==> src/rtl/gpio_mult_host.sv <==
// Bus initiator for the GPIO multiply/popcount peripheral: writes both operands,
// kicks the job, polls status, then reads back W and the ones count L.
`timescale 1ns/1ps
module gpio_mult_host #(
  parameter int STROBE_LEN = 2,
  parameter int POLL_GAP   = 8,
  parameter int MAX_POLLS  = 16
) (
  input  logic        clk,
  input  logic        n_reset,
  input  logic        start,
  input  logic [23:0] arg1,
  input  logic [23:0] arg2,
  output logic        busy,
  output logic        done,
  output logic        err,
  output logic [31:0] result_w,
  output logic [23:0] ones_l,
  output logic [1:0]  status_b,
  output logic [15:0] saddress,
  output logic        srd,
  output logic        swr,
  output logic [31:0] sdata_wr,
  input  logic [31:0] sdata_rd
);

  typedef enum logic [3:0] {
    IDLE, WR_A1, WR_A2, KICK, WAIT, POLL, RD_W0, RD_W1, RD_L, DONE
  } state_t;

  typedef enum logic [1:0] {PH_SETUP, PH_STROBE, PH_HOLD} phase_t;

  localparam logic [15:0] ADDR_A1  = 16'h037F;
  localparam logic [15:0] ADDR_A2  = 16'h0388;
  localparam logic [15:0] ADDR_W   = 16'h0390;
  localparam logic [15:0] ADDR_L   = 16'h0398;
  localparam logic [15:0] ADDR_CTL = 16'h03A0;

  localparam logic [3:0] STB_LAST  = 4'(STROBE_LEN - 1);
  localparam logic [7:0] GAP_LAST  = 8'(POLL_GAP - 1);
  localparam logic [7:0] POLL_LAST = 8'(MAX_POLLS - 1);

  state_t      state;
  phase_t      phase;
  logic [3:0]  stb_cnt;
  logic [7:0]  gap_cnt;
  logic [7:0]  poll_cnt;
  logic [23:0] a2_q;
  logic        rd_access;

  assign rd_access = (state == POLL) || (state == RD_W0) ||
                     (state == RD_W1) || (state == RD_L);

  // Every access state runs SETUP -> STROBE (STROBE_LEN cycles) -> HOLD; the
  // address and write data for the next access are loaded as HOLD ends.
  always_ff @(posedge clk or negedge n_reset) begin
    // NOTE: every register is cleared here, including the captured operand, so
    // a reset mid-job leaves nothing behind that a later job could pick up.
    if (!n_reset) begin
      state    <= IDLE;
      phase    <= PH_SETUP;
      stb_cnt  <= '0;
      gap_cnt  <= '0;
      poll_cnt <= '0;
      a2_q     <= '0;
      busy     <= 1'b0;
      done     <= 1'b0;
      err      <= 1'b0;
      result_w <= '0;
      ones_l   <= '0;
      status_b <= '0;
      saddress <= '0;
      srd      <= 1'b0;
      swr      <= 1'b0;
      sdata_wr <= '0;
    end else begin
      // NOTE: non-blocking assignments throughout; this default is overridden
      // only on the edge that enters DONE, giving a single-cycle pulse.
      done <= 1'b0;
      case (state)
        IDLE: begin
          if (start) begin
            a2_q     <= arg2;
            err      <= 1'b0;
            busy     <= 1'b1;
            state    <= WR_A1;
            phase    <= PH_SETUP;
            saddress <= ADDR_A1;
            sdata_wr <= {8'h0, arg1};
          end
        end
        WAIT: begin
          if (gap_cnt == GAP_LAST) begin
            state    <= POLL;
            phase    <= PH_SETUP;
            saddress <= ADDR_CTL;
            sdata_wr <= '0;
          end else begin
            gap_cnt <= gap_cnt + 8'd1;
          end
        end
        DONE: state <= IDLE;
        default: begin
          case (phase)
            PH_SETUP: begin
              phase   <= PH_STROBE;
              stb_cnt <= '0;
              if (rd_access) srd <= 1'b1;
              else           swr <= 1'b1;
            end
            PH_STROBE: begin
              if (stb_cnt == STB_LAST) begin
                srd   <= 1'b0;
                swr   <= 1'b0;
                phase <= PH_HOLD;
              end else begin
                stb_cnt <= stb_cnt + 4'd1;
              end
            end
            default: begin
              phase <= PH_SETUP;
              case (state)
                WR_A1: begin
                  state    <= WR_A2;
                  saddress <= ADDR_A2;
                  sdata_wr <= {8'h0, a2_q};
                end
                WR_A2: begin
                  state    <= KICK;
                  saddress <= ADDR_CTL;
                  sdata_wr <= '0;
                end
                KICK: begin
                  state    <= WAIT;
                  poll_cnt <= '0;
                  gap_cnt  <= '0;
                  sdata_wr <= '0;
                end
                POLL: begin
                  status_b <= sdata_rd[1:0];
                  poll_cnt <= poll_cnt + 8'd1;
                  if (sdata_rd[1]) begin
                    state    <= RD_W0;
                    saddress <= ADDR_W;
                  end else if (poll_cnt == POLL_LAST) begin
                    err   <= 1'b1;
                    busy  <= 1'b0;
                    done  <= 1'b1;
                    state <= DONE;
                  end else begin
                    state   <= WAIT;
                    gap_cnt <= '0;
                  end
                end
                // The peripheral refreshes W one read late, so this read is dropped.
                RD_W0: state <= RD_W1;
                RD_W1: begin
                  result_w <= sdata_rd;
                  state    <= RD_L;
                  saddress <= ADDR_L;
                end
                default: begin
                  ones_l <= sdata_rd[23:0];
                  busy   <= 1'b0;
                  done   <= 1'b1;
                  state  <= DONE;
                end
              endcase
            end
          endcase
        end
      endcase
    end
  end

endmodule

==> config.mk <==
export PLATFORM = sky130hd
export DESIGN_NAME = gpio_mult_host
export DESIGN_NICKNAME = d
export VERILOG_FILES = /design/src/rtl/gpio_mult_host.sv
export SDC_FILE = /design/constraint.sdc
export NUM_CORES = 1
export LEC_CHECK = 0
export CORE_MARGIN = 2
export CORE_UTILIZATION = 40
export CTS_BUF_LIST = sky130_fd_sc_hd__clkbuf_4 sky130_fd_sc_hd__clkbuf_8
export CTS_CLUSTER_DIAMETER = 30
export DETAILED_ROUTE_END_ITERATION = 6
export PLACE_DENSITY = 0.69
export SLEW_MARGIN = 5
export SYNTH_ARGS = -nofsm -noshare
export SYNTH_HDL_FRONTEND = slang
export SYNTH_SLANG_ARGS = --single-unit
==> constraint.sdc <==
create_clock -name clk -period 2.5 [get_ports clk]
set_input_delay 0.5 -clock clk [delete_from_list [all_inputs] [get_ports clk]]
set_output_delay 0.5 -clock clk [all_outputs]
set_load 0.05 [all_outputs]
# Word-level counts from Yosys, hierarchy flattened
# Index checks and enable logic that the tools add are counted.
[op_classes]
n_addsub = 3
mul = 0
div = 0
magnitude_cmp = 0
n_eq_ne = 32
n_shift = 0
mux = 54
bitwise_logic = 6
reduce_logical = 34
[op_table]
columns = ["op", "n"]
rows = [
  ["32-bit two-way mux", 3],
  ["32-bit case mux with 3 select lines", 1],
  ["16-bit two-way mux", 4],
  ["16-bit case mux with 4 select lines", 1],
  ["32-bit case mux with 2 select lines", 1],
  ["16-bit case mux with 3 select lines", 1],
  ["8-bit case mux with 2 select lines", 3],
  ["8-bit two-way mux", 4],
  ["4-bit two-way mux", 6],
  ["4-bit case mux with 6 select lines", 1],
  ["6-bit AND reduction", 4],
  ["3-bit AND reduction", 6],
  ["8-bit by 1-bit adder with 8-bit output (second input constant)", 2],
  ["4-bit by 3-bit == test with 1-bit output (second input constant)", 4],
  ["1-bit two-way mux", 16],
  ["2-bit != test (second input constant)", 7],
  ["1-bit case mux with 2 select lines", 6],
  ["4-bit case mux with 3 select lines", 1],
  ["4-bit AND reduction", 3],
  ["3-bit by 2-bit != test with 1-bit output (second input constant)", 3],
  ["4-bit by 1-bit == test with 1-bit output (second input constant)", 2],
  ["4-bit by 2-bit == test with 1-bit output (second input constant)", 2],
  ["4-bit == test (second input constant)", 2],
  ["8-bit by 3-bit == test with 1-bit output (second input constant)", 1],
  ["other kinds (25)", 45],
]
[word_totals]
ff_bits = 161
latch_bits = 0
ramBits = 0
romBits = 0
inputBits = 83
output_inout_bits = 111
n_memories = 0

# Logic depth before layout (Yosys ltp)
# Gate-level depths: netlist (run 1).
[depth]
ltp_word = 6
ltp_mapped = 7
mapped_depth_nobuf = 6

# Least setup slack after synthesis (run 1)
# OpenSTA, ideal clock, no wires.
[synth_path]
path_kind = "flip-flop to flip-flop"
start = "register gap_cnt[0]"
end = "register sdata_wr[10]"
setup_time_ps = 125
t_arrival_ps = 1775
required_ps = 2375
path_slack_ps = 600
path_stages_with_launch = 8
n_path_buf = 2
period_less_slack_ps = 1900
path_cell_list = "dfrtp_1 -> ha_1 -> and4bb_4 -> nand3_2 -> a211o_1 -> buf_6 -> buf_12 -> mux2_4"
[synth_via]
elab_chain_cells = 3
[synth_lines]
columns = ["element", "line", "source"]
rows = [
  ["start, declared", "46", "logic [7:0] gap_cnt;"],
  ["start signal, assigned", "99", "gap_cnt <= gap_cnt + 8'd1;"],
  ["8-bit by 3-bit == test with 1-bit output", "93", "if (gap_cnt == GAP_LAST) begin"],
  ["2-bit != test (no line)", "--", ""],
  ["5-bit AND reduction (no line)", "--", ""],
  ["end signal, assigned", "89", "sdata_wr <= {8'h0, arg1};"],
  ["end signal, assigned", "126", "sdata_wr <= {8'h0, a2_q};"],
  ["end, declared", "23", "output logic [31:0] sdata_wr,"],
]
# Every way passes these cells.
# A chain may end at the register's enable or synchronous reset.

==> results.md, run 1 <==
- Counting both buffers and inverters, the worst setup path holds a total of 1.
- The effective utilization at floorplan is 40.79%.
- The most frequent cell after synthesis is sky130_fd_sc_hd__dfrtp_1.
- Ranked by instance count, the synthesized netlist is headed by sky130_fd_sc_hd__dfrtp_1 (143), sky130_fd_sc_hd__mux2_2 (69), sky130_fd_sc_hd__mux2_4 (30).
- In the synthesized netlist, the number of instances is 506.
- The final-report max-slew violation count was 0.
- The peak supply drop is 0.9888 mV.
- After the first detailed-routing iteration, the DRC count stood at 161.
- The actual transition at the worst max-transition pin is between 0.5 and 0.6 ns.
- The number of antenna violations at the first check in global routing was 0.
- In this run, synthesis inferred 0 flip-flops with an integrated enable.
- In this run the remaining antenna-violating nets after routing total 0.
- The global-route wire length before repair is 26970 µm.
- The die area is 17910 µm².
- The cell depth of the worst setup path is 1.
- Of all nets on the critical path, the largest fanout is 5.
- The final global-route overflow total is 0.
- On the final layout, the worst clock skew is 0.01590 ns.
- The share of cells above drive strength 1 is around 26%.
- The share of the synthesized area in the top cell type is 53.09%.
- In the final routed layout, each cell accounts on average for 17.52 µm.
- The flow ran to the end, and the final reports show no timing, DRC or antenna violations.
- The layout has 1381 filler cells.
- The average footprint of a synthesized cell is 13.32 µm².
- The global router's overall resource usage is roughly a fifth.
- The tightest min-delay check is of the register to register type.
- The clock slew seen by the registers of the worst setup and hold paths is 0.08 ns.
- Of the available clock period, the critical path in the final layout requires 87.68%.
- The clock period could shrink to 2.192 ns.
- The half-perimeter wire length after detailed placement is 11640 µm.
- In this run the core area contains 47 standard-cell rows.
- Power spread over the standard cell area amounts to 1401 nW/µm².
- The number of CTS-inserted buffers is 17.
- The DRC violation count after routing is 0.
- The I/O pin count is 194.
- For this block, the via count after detailed routing is approximately 4800.
- The maximum level of the CTS H-tree is 4.
- The die is 133.8 µm wide.
- The clock drives 143 sinks.
- Measured against its own limit, the worst slew margin works out to 62.08%.
- The capture instance of the worst register-to-register path is state[0].
- The maximum clock frequency is around 0.46 GHz.
- The cell area that synthesis handed to floorplanning was 6740 µm².
- The number of buffers added on ports is approximately 180.
- In this run the vertical extent of the chip is around 130 µm.
- The worst setup path is launched from a register.
- Summed over all cells, the static leakage comes to 4.010 nW.
- The top cell family by delay on the critical path is buffers and inverters.
- Setup repair after global routing left no endpoint under its margin.
- The total area of multi-input combinational cells is between 2000 and 3000 µm².
- The number of cells traversed by the worst register-to-register path is 4.
- The growth of design area from synthesis to finish is 34.66%.
- The number of library cell types mapped by synthesis is 68.
- The biggest area consumer among synthesized cells is sky130_fd_sc_hd__dfrtp_1.
- The maximum cell stage delay along the critical path is 0.83 ns.
- The final layout contains routed wiring with a total length of 16220 µm.
- Of all flip-flops after synthesis, the portion carrying an async set or reset was 100.0%.
- The core footprint is 16520 µm².
- The sequential share of the synthesized area is 53.09%.
- The nature of the critical path endpoint is an output port.
- The setup total negative slack is 0 ns.
- The clock insertion delay at the later pin of the skew report is 0.45 ns.
- In this run the worst setup path terminates at saddress[0].
- The critical path's slowest cell is sky130_fd_sc_hd__clkdlybuf4s50_1.
- Tracing the worst setup path back leads to its startpoint at saddress[6].
- STA puts the critical path data required time at around 2 ns.
- The clock tree root driver cell is sky130_fd_sc_hd__clkbuf_8.
- The setup slack of the worst register-to-register path is approximately 0.34 ns.
- The final hold violation count is 0.
- After synthesis, the cell types taking the most area are sky130_fd_sc_hd__dfrtp_1 (53%), sky130_fd_sc_hd__mux2_2 (12%), sky130_fd_sc_hd__mux2_4 (6.7%).
- In the final layout, flip-flops and latches occupy 3578 µm².
- Entering global routing, the biggest net connects 63 pins.
- The final weighted congestion of routability-driven global placement is about 0.89.
- The Yosys warning count is 0.
- The leading register cell type out of synthesis is sky130_fd_sc_hd__dfrtp_1.
- The number of vias per cell after detailed routing is 5.141.
- The iteration count of the initial detailed-routing pass is 4.
- The worst setup path is of the register to output port kind.
- After synthesis the netlist holds a flip-flop and latch count of 143.
- TritonCTS built the clock tree.
- Walking the worst path, the cells encountered are clkdlybuf4s50_1.
- The number of nets at the end of the flow is a little under 800.
- The startpoint of the most critical register-to-register path is state[1].
- The total setup violations reported at the end of the flow is 0.
- The buffer levels on the longest clock path is 2.
- The count of antenna diodes in the layout is 0.
- The completed layout was analyzed and its total power is 12.71 mW.
- The number of global-route vias before repair came to 5258.
- The tool flagged a number of max-cap violations equal to 0.
- The data arrival time of the critical path is 1.69 ns.
## where the power goes
part | leakage [nW] | switching, mW | internal, mW
logic | 2.03 | 4.07 | 2.88
registers | 1.78 | 0.693 | 3.29
clock network | 0.197 | 0.937 | 0.844
## cells by family (layout without fill, tap and decap cells)
| logic type | count (synthesis) | in the layout | synth area share (%) |
|---|---|---|---|
| fa+ha+maj | 4 | 4 | 0.7426 |
| flops | 143 | 143 | 53.09 |
| xor+xnor | 2 | 2 | 0.2599 |
| compound gates | 107 | 107 | 11.99 |
| simple gates | 86 | 86 | 8.057 |
| mux | 108 | 108 | 19.70 |
| other cells | 1 | 14 | 0.05564 |
| buf+inv | 55 | 242 | 6.107 |
## stage by stage
step	instance area, µm²	utilization, %	setup WS (ns)	hold WS [ns]	std cells
2_1_floorplan	6789	-	0.6000	0.2044	519
3_3_place_gp	8682	52.54	0.1680	0.4679	893
3_5_place_dp	8682	52.54	0.1794	0.4731	893
4_1_cts	9076	54.93	0.2564	0.4944	926
5_1_grt	9076	54.93	0.2170	0.5287	926
6_report	9076	54.93	0.3080	0.4854	926
## how the worst min path moves through the flow
stage	startpoint	slack [ns]	cells past startpoint	endpoint
2_1_floorplan	n_reset	0.20	0	a2_q[0]
3_3_place_gp	status_b[0]	0.47	2	status_b[0]
3_5_place_dp	status_b[0]	0.47	2	status_b[0]
4_1_cts	status_b[0]	0.49	2	status_b[0]
5_1_grt	a2_q[20]	0.53	1	a2_q[20]
6_report	status_b[0]	0.49	2	status_b[0]
## per-layer routing
metal	vias up	share of wire (%)	GRT usage (%)
li1	2213	-	-
met1	2383	43	23.82
met2	143	49	31.05
met3	22	6.2	5.782
met4	0	1.9	7.092
met5	-	0	0
## sequential cells by signal (all words and copies together), names as in the netlist
name	count
a2_q	24
busy	1
done	1
err	1
gap_cnt	8
ones_l	24
phase	2
poll_cnt	8
result_w	32
saddress	6
sdata_wr	24
srd	1
state	4
status_b	2
stb_cnt	4
swr	1
## area by class of cell
class | instances | area share (%)
flip-flops and latches | 143 | 39.43
multi-input cells | 321 | 31.00
repair buffers | 199 | 21.85
well taps | 220 | 3.033
clock buffers | 19 | 2.812
clock inverters | 13 | 1.420
inverters | 11 | 0.4549
## placed cells by master (no fill, tap or decap), types with 14 or more instances in the layout
| master | instances |
|---|---|
| sky130_fd_sc_hd__dfrtp_1 | 143 |
| sky130_fd_sc_hd__clkdlybuf4s50_1 | 178 |
| sky130_fd_sc_hd__buf_4 | 16 |
| sky130_fd_sc_hd__conb_1 | 14 |
| sky130_fd_sc_hd__clkbuf_8 | 18 |
| sky130_fd_sc_hd__o21ai_0 | 16 |
| sky130_fd_sc_hd__mux2_2 | 69 |
| sky130_fd_sc_hd__mux2_4 | 30 |
| sky130_fd_sc_hd__nand2_1 | 21 |
| sky130_fd_sc_hd__a22o_2 | 16 |
| sky130_fd_sc_hd__a21oi_1 | 19 |
## repair_timing
action,4_1_cts,5_1_grt
resized for setup,0,0
hold buffers,1,0
buffers inserted,0,0
endpoints found under the hold margin,6,0
Note: power is estimated with default switching activity, not from simulation.
==> inputs of run 2 (changes only) <==
- ABC_AREA: default -> 0
==> results of run 2 <==
No change in the layout: final DEF, timing and power equal those of run 1.
==> inputs of run 3 (changes only) <==
- RECOVER_POWER: default -> 50
==> results.md, run 3 (same netlist as run 1, synthesis figures left out) <==
- Power spread over the standard cell area amounts to approximately 1400 nW/µm².
- The die is 133.8 µm wide.
- The number of buffers added on ports is 179.
- For this design the static power due to leakage is 3.996 nW.
- The net count of the finished layout is 780.
- For the worst-skew pair, the clock arrives at the later sink with an insertion delay of roughly 0.45 ns.
- The routed via count is about 4800.
- The number of sinks on the clock net is 143.
- The final global-route overflow total is 0.
- The number of global-route vias before repair was around 5300.
- STA classifies the critical path endpoint as a register.
- For the worst setup path, the data arrival time is 2.58 ns.
- The run finished, with violations left.
- The growth of design area from synthesis to finish is 34.17%.
- The share of cells above drive strength 1 is 25.35%.
- Global routing consumed, over all layers together, 18.99% of the routing resources.
- The min-delay analysis places its worst path in the category register to register.
- After clock tree synthesis, the clock-pin slew on the worst setup and hold paths is approximately 0.080 ns.
- The setup total negative slack is 0 ns.
- The remaining antenna violation count after routing is 0.
- The die area is around 18000 µm².
- The clock tree root driver cell is sky130_fd_sc_hd__clkbuf_8.
- The detailed-route wire length per cell is 17.52 µm.
- Setup violations remaining at the end of the flow were counted as 0.
- At the pin with the least slew margin, the transition time is about 1.5 ns.
- The TritonCTS clock tree is done.
- The startpoint identified for the worst register-to-register timing path is state[1].
- The number of vias per cell after detailed routing is a little over 5.
- For this configuration, the core starts out at a cell density of 40.79%.
- The checks that failed: capacitance limit.
- Of all nets on the critical path, the largest fanout is 18.
- The final hold violation count is 0.
- The required time of the worst setup path is 2.82 ns.
- The worst hold path begins at status_b[0].
- The flip-flop count of the largest register, all copies and words added is 32.
- Derived from the worst setup path, the maximum achievable clock frequency is approximately 0.44 GHz.
- Leaving out fill and tap cells, the most frequent cells in the layout are sky130_fd_sc_hd__clkdlybuf4s50_1 (178), sky130_fd_sc_hd__dfrtp_1 (143), sky130_fd_sc_hd__mux2_2 (69).
- Across the routed clock network, the largest skew measured is 0.01580 ns.
- The max-slew headroom at the worst pin is 0.2089%.
- The repair_antennas step left the layout with diodes totalling 0.
- The total area inside the core boundary comes to 16520 µm².
- The share of the core filled with cells is 54.73%.
- The worst path needs 2.257 ns of the cycle, external delays included.
- The iteration count of the initial detailed-routing pass is 4.
- In this run the core area contains 47 standard-cell rows.
- The buffer levels on the longest clock path is 2.
- Setup repair after global routing left no endpoint under its margin.
- The hold path depth is 2.
- The worst register-to-register path has a depth of 4.
- Across the VDD grid, the largest voltage drop is 0.9881 mV.
- The final-report max-slew violation count was 0.
- The worst setup path is launched from a register.
- The tool flagged a number of max-cap violations equal to 1.
- The H-tree was split into 4 levels.
- The worst path uses 90.29% of the clock period.
- The final weighted congestion of routability-driven global placement is ~0.89.
- The die is 133.8 µm tall.
- More flip-flops sit in one register than any other, and that register is result_w.
- The DRC violation count after routing is 0.
- The wire length reported by the detailed router is 16220 µm.
- TritonCTS created 17 clock buffers.
- The post-CTS setup-driven buffer insertion count is 0.
- The number of antenna violations at the first check in global routing is 0.
- The path with the worst hold slack has its endpoint at status_b[0].
- The HPWL after detailed placement is 11640 µm.
- The number of hold buffers added after CTS was 1.
- The global-route wire length before repair is 26970 µm.
- The launching instance or port of the critical path is state[1].
- Entering global routing, the biggest net connects 63 pins.
- After clock tree synthesis, the repair step resized 0 gates.
- The detailed router finished its first iteration with ~140 violations.
- The capture instance of the worst register-to-register path is state[0].
- The critical path is of the register to register type.
- The setup slack of the worst register-to-register path is 0.24 ns.
- Leaving out fill and tap cells, the most frequent cell in the layout is sky130_fd_sc_hd__clkdlybuf4s50_1.
- Pin placement for this block handled just under 200 I/O pins.
-- run 3: cell count changes in the layout (fill, tap and decap cells not counted) --
cell,change
sky130_fd_sc_hd__buf_12,-1
sky130_fd_sc_hd__buf_4,-2
sky130_fd_sc_hd__or4b_4,-1
sky130_fd_sc_hd__buf_6,-1
sky130_fd_sc_hd__or4b_1,+1
sky130_fd_sc_hd__clkbuf_1,+2
sky130_fd_sc_hd__buf_2,+1
sky130_fd_sc_hd__clkbuf_2,+1
sky130_fd_sc_hd__or2_0,+1
sky130_fd_sc_hd__or2_2,-1
-- run 3: worst max path at each step --
stage | slack (ns) | endpoint | cells after the start
after floorplan | 0.60 | sdata_wr[10] | 7
after global placement | 0.17 | sdata_wr[0] | 6
after detailed placement | 0.18 | sdata_wr[0] | 6
after CTS | 0.26 | saddress[0] | 1
after global routing | 0.13 | result_w[31] | 4
final | 0.24 | state[0] | 4
-- run 3: through the flow --
step                setup slack [ns]  area (µm²)  cells  total power, mW  hold WS, ns
floorplan                     0.6000        6789    519            8.894       0.2044
global placement              0.1680        8682    893            10.82       0.4679
detailed placement            0.1794        8682    893            10.99       0.4731
CTS                           0.2564        9076    926            12.83       0.4944
global route                  0.1291        9044    926            13.40       0.5287
finish                        0.2427        9044    926            12.69       0.4828
-- run 3: layout make-up --
class                           count  area, µm²
Fill cell                        1387       7481
Sequential cell                   143       3578
Multi-Input combinational cell    321       2810
Timing Repair Buffer              199       1954
Tap cell                          220      275.3
Clock buffer                       19      255.2
Clock inverter                     13      128.9
Inverter                           11      41.29
-- run 3: report_power, final --
| group | switching (mW) | internal (mW) |
|---|---|---|
| Clock | 0.941 | 0.845 |
| Combinational | 4.06 | 2.86 |
| Sequential | 0.691 | 3.29 |
| Total | 5.69 | 6.99 |
-- run 3: worst max-delay path, stage by stage (launching register included) --
cell	delay, ns
sky130_fd_sc_hd__dfrtp_1	0.57
sky130_fd_sc_hd__or4b_1	0.72
sky130_fd_sc_hd__a21oi_4	0.29
sky130_fd_sc_hd__a221o_1	0.21
sky130_fd_sc_hd__mux2_1	0.34
-- run 3: routing by layer --
metal  GRT usage, %  up-vias  wire length [µm]
met5              0        -                 0
li1               -     2210                 -
met1          23.82     2380              6841
met4          7.092        0               308
met2          31.05      150              8040
met3          5.782       22              1032
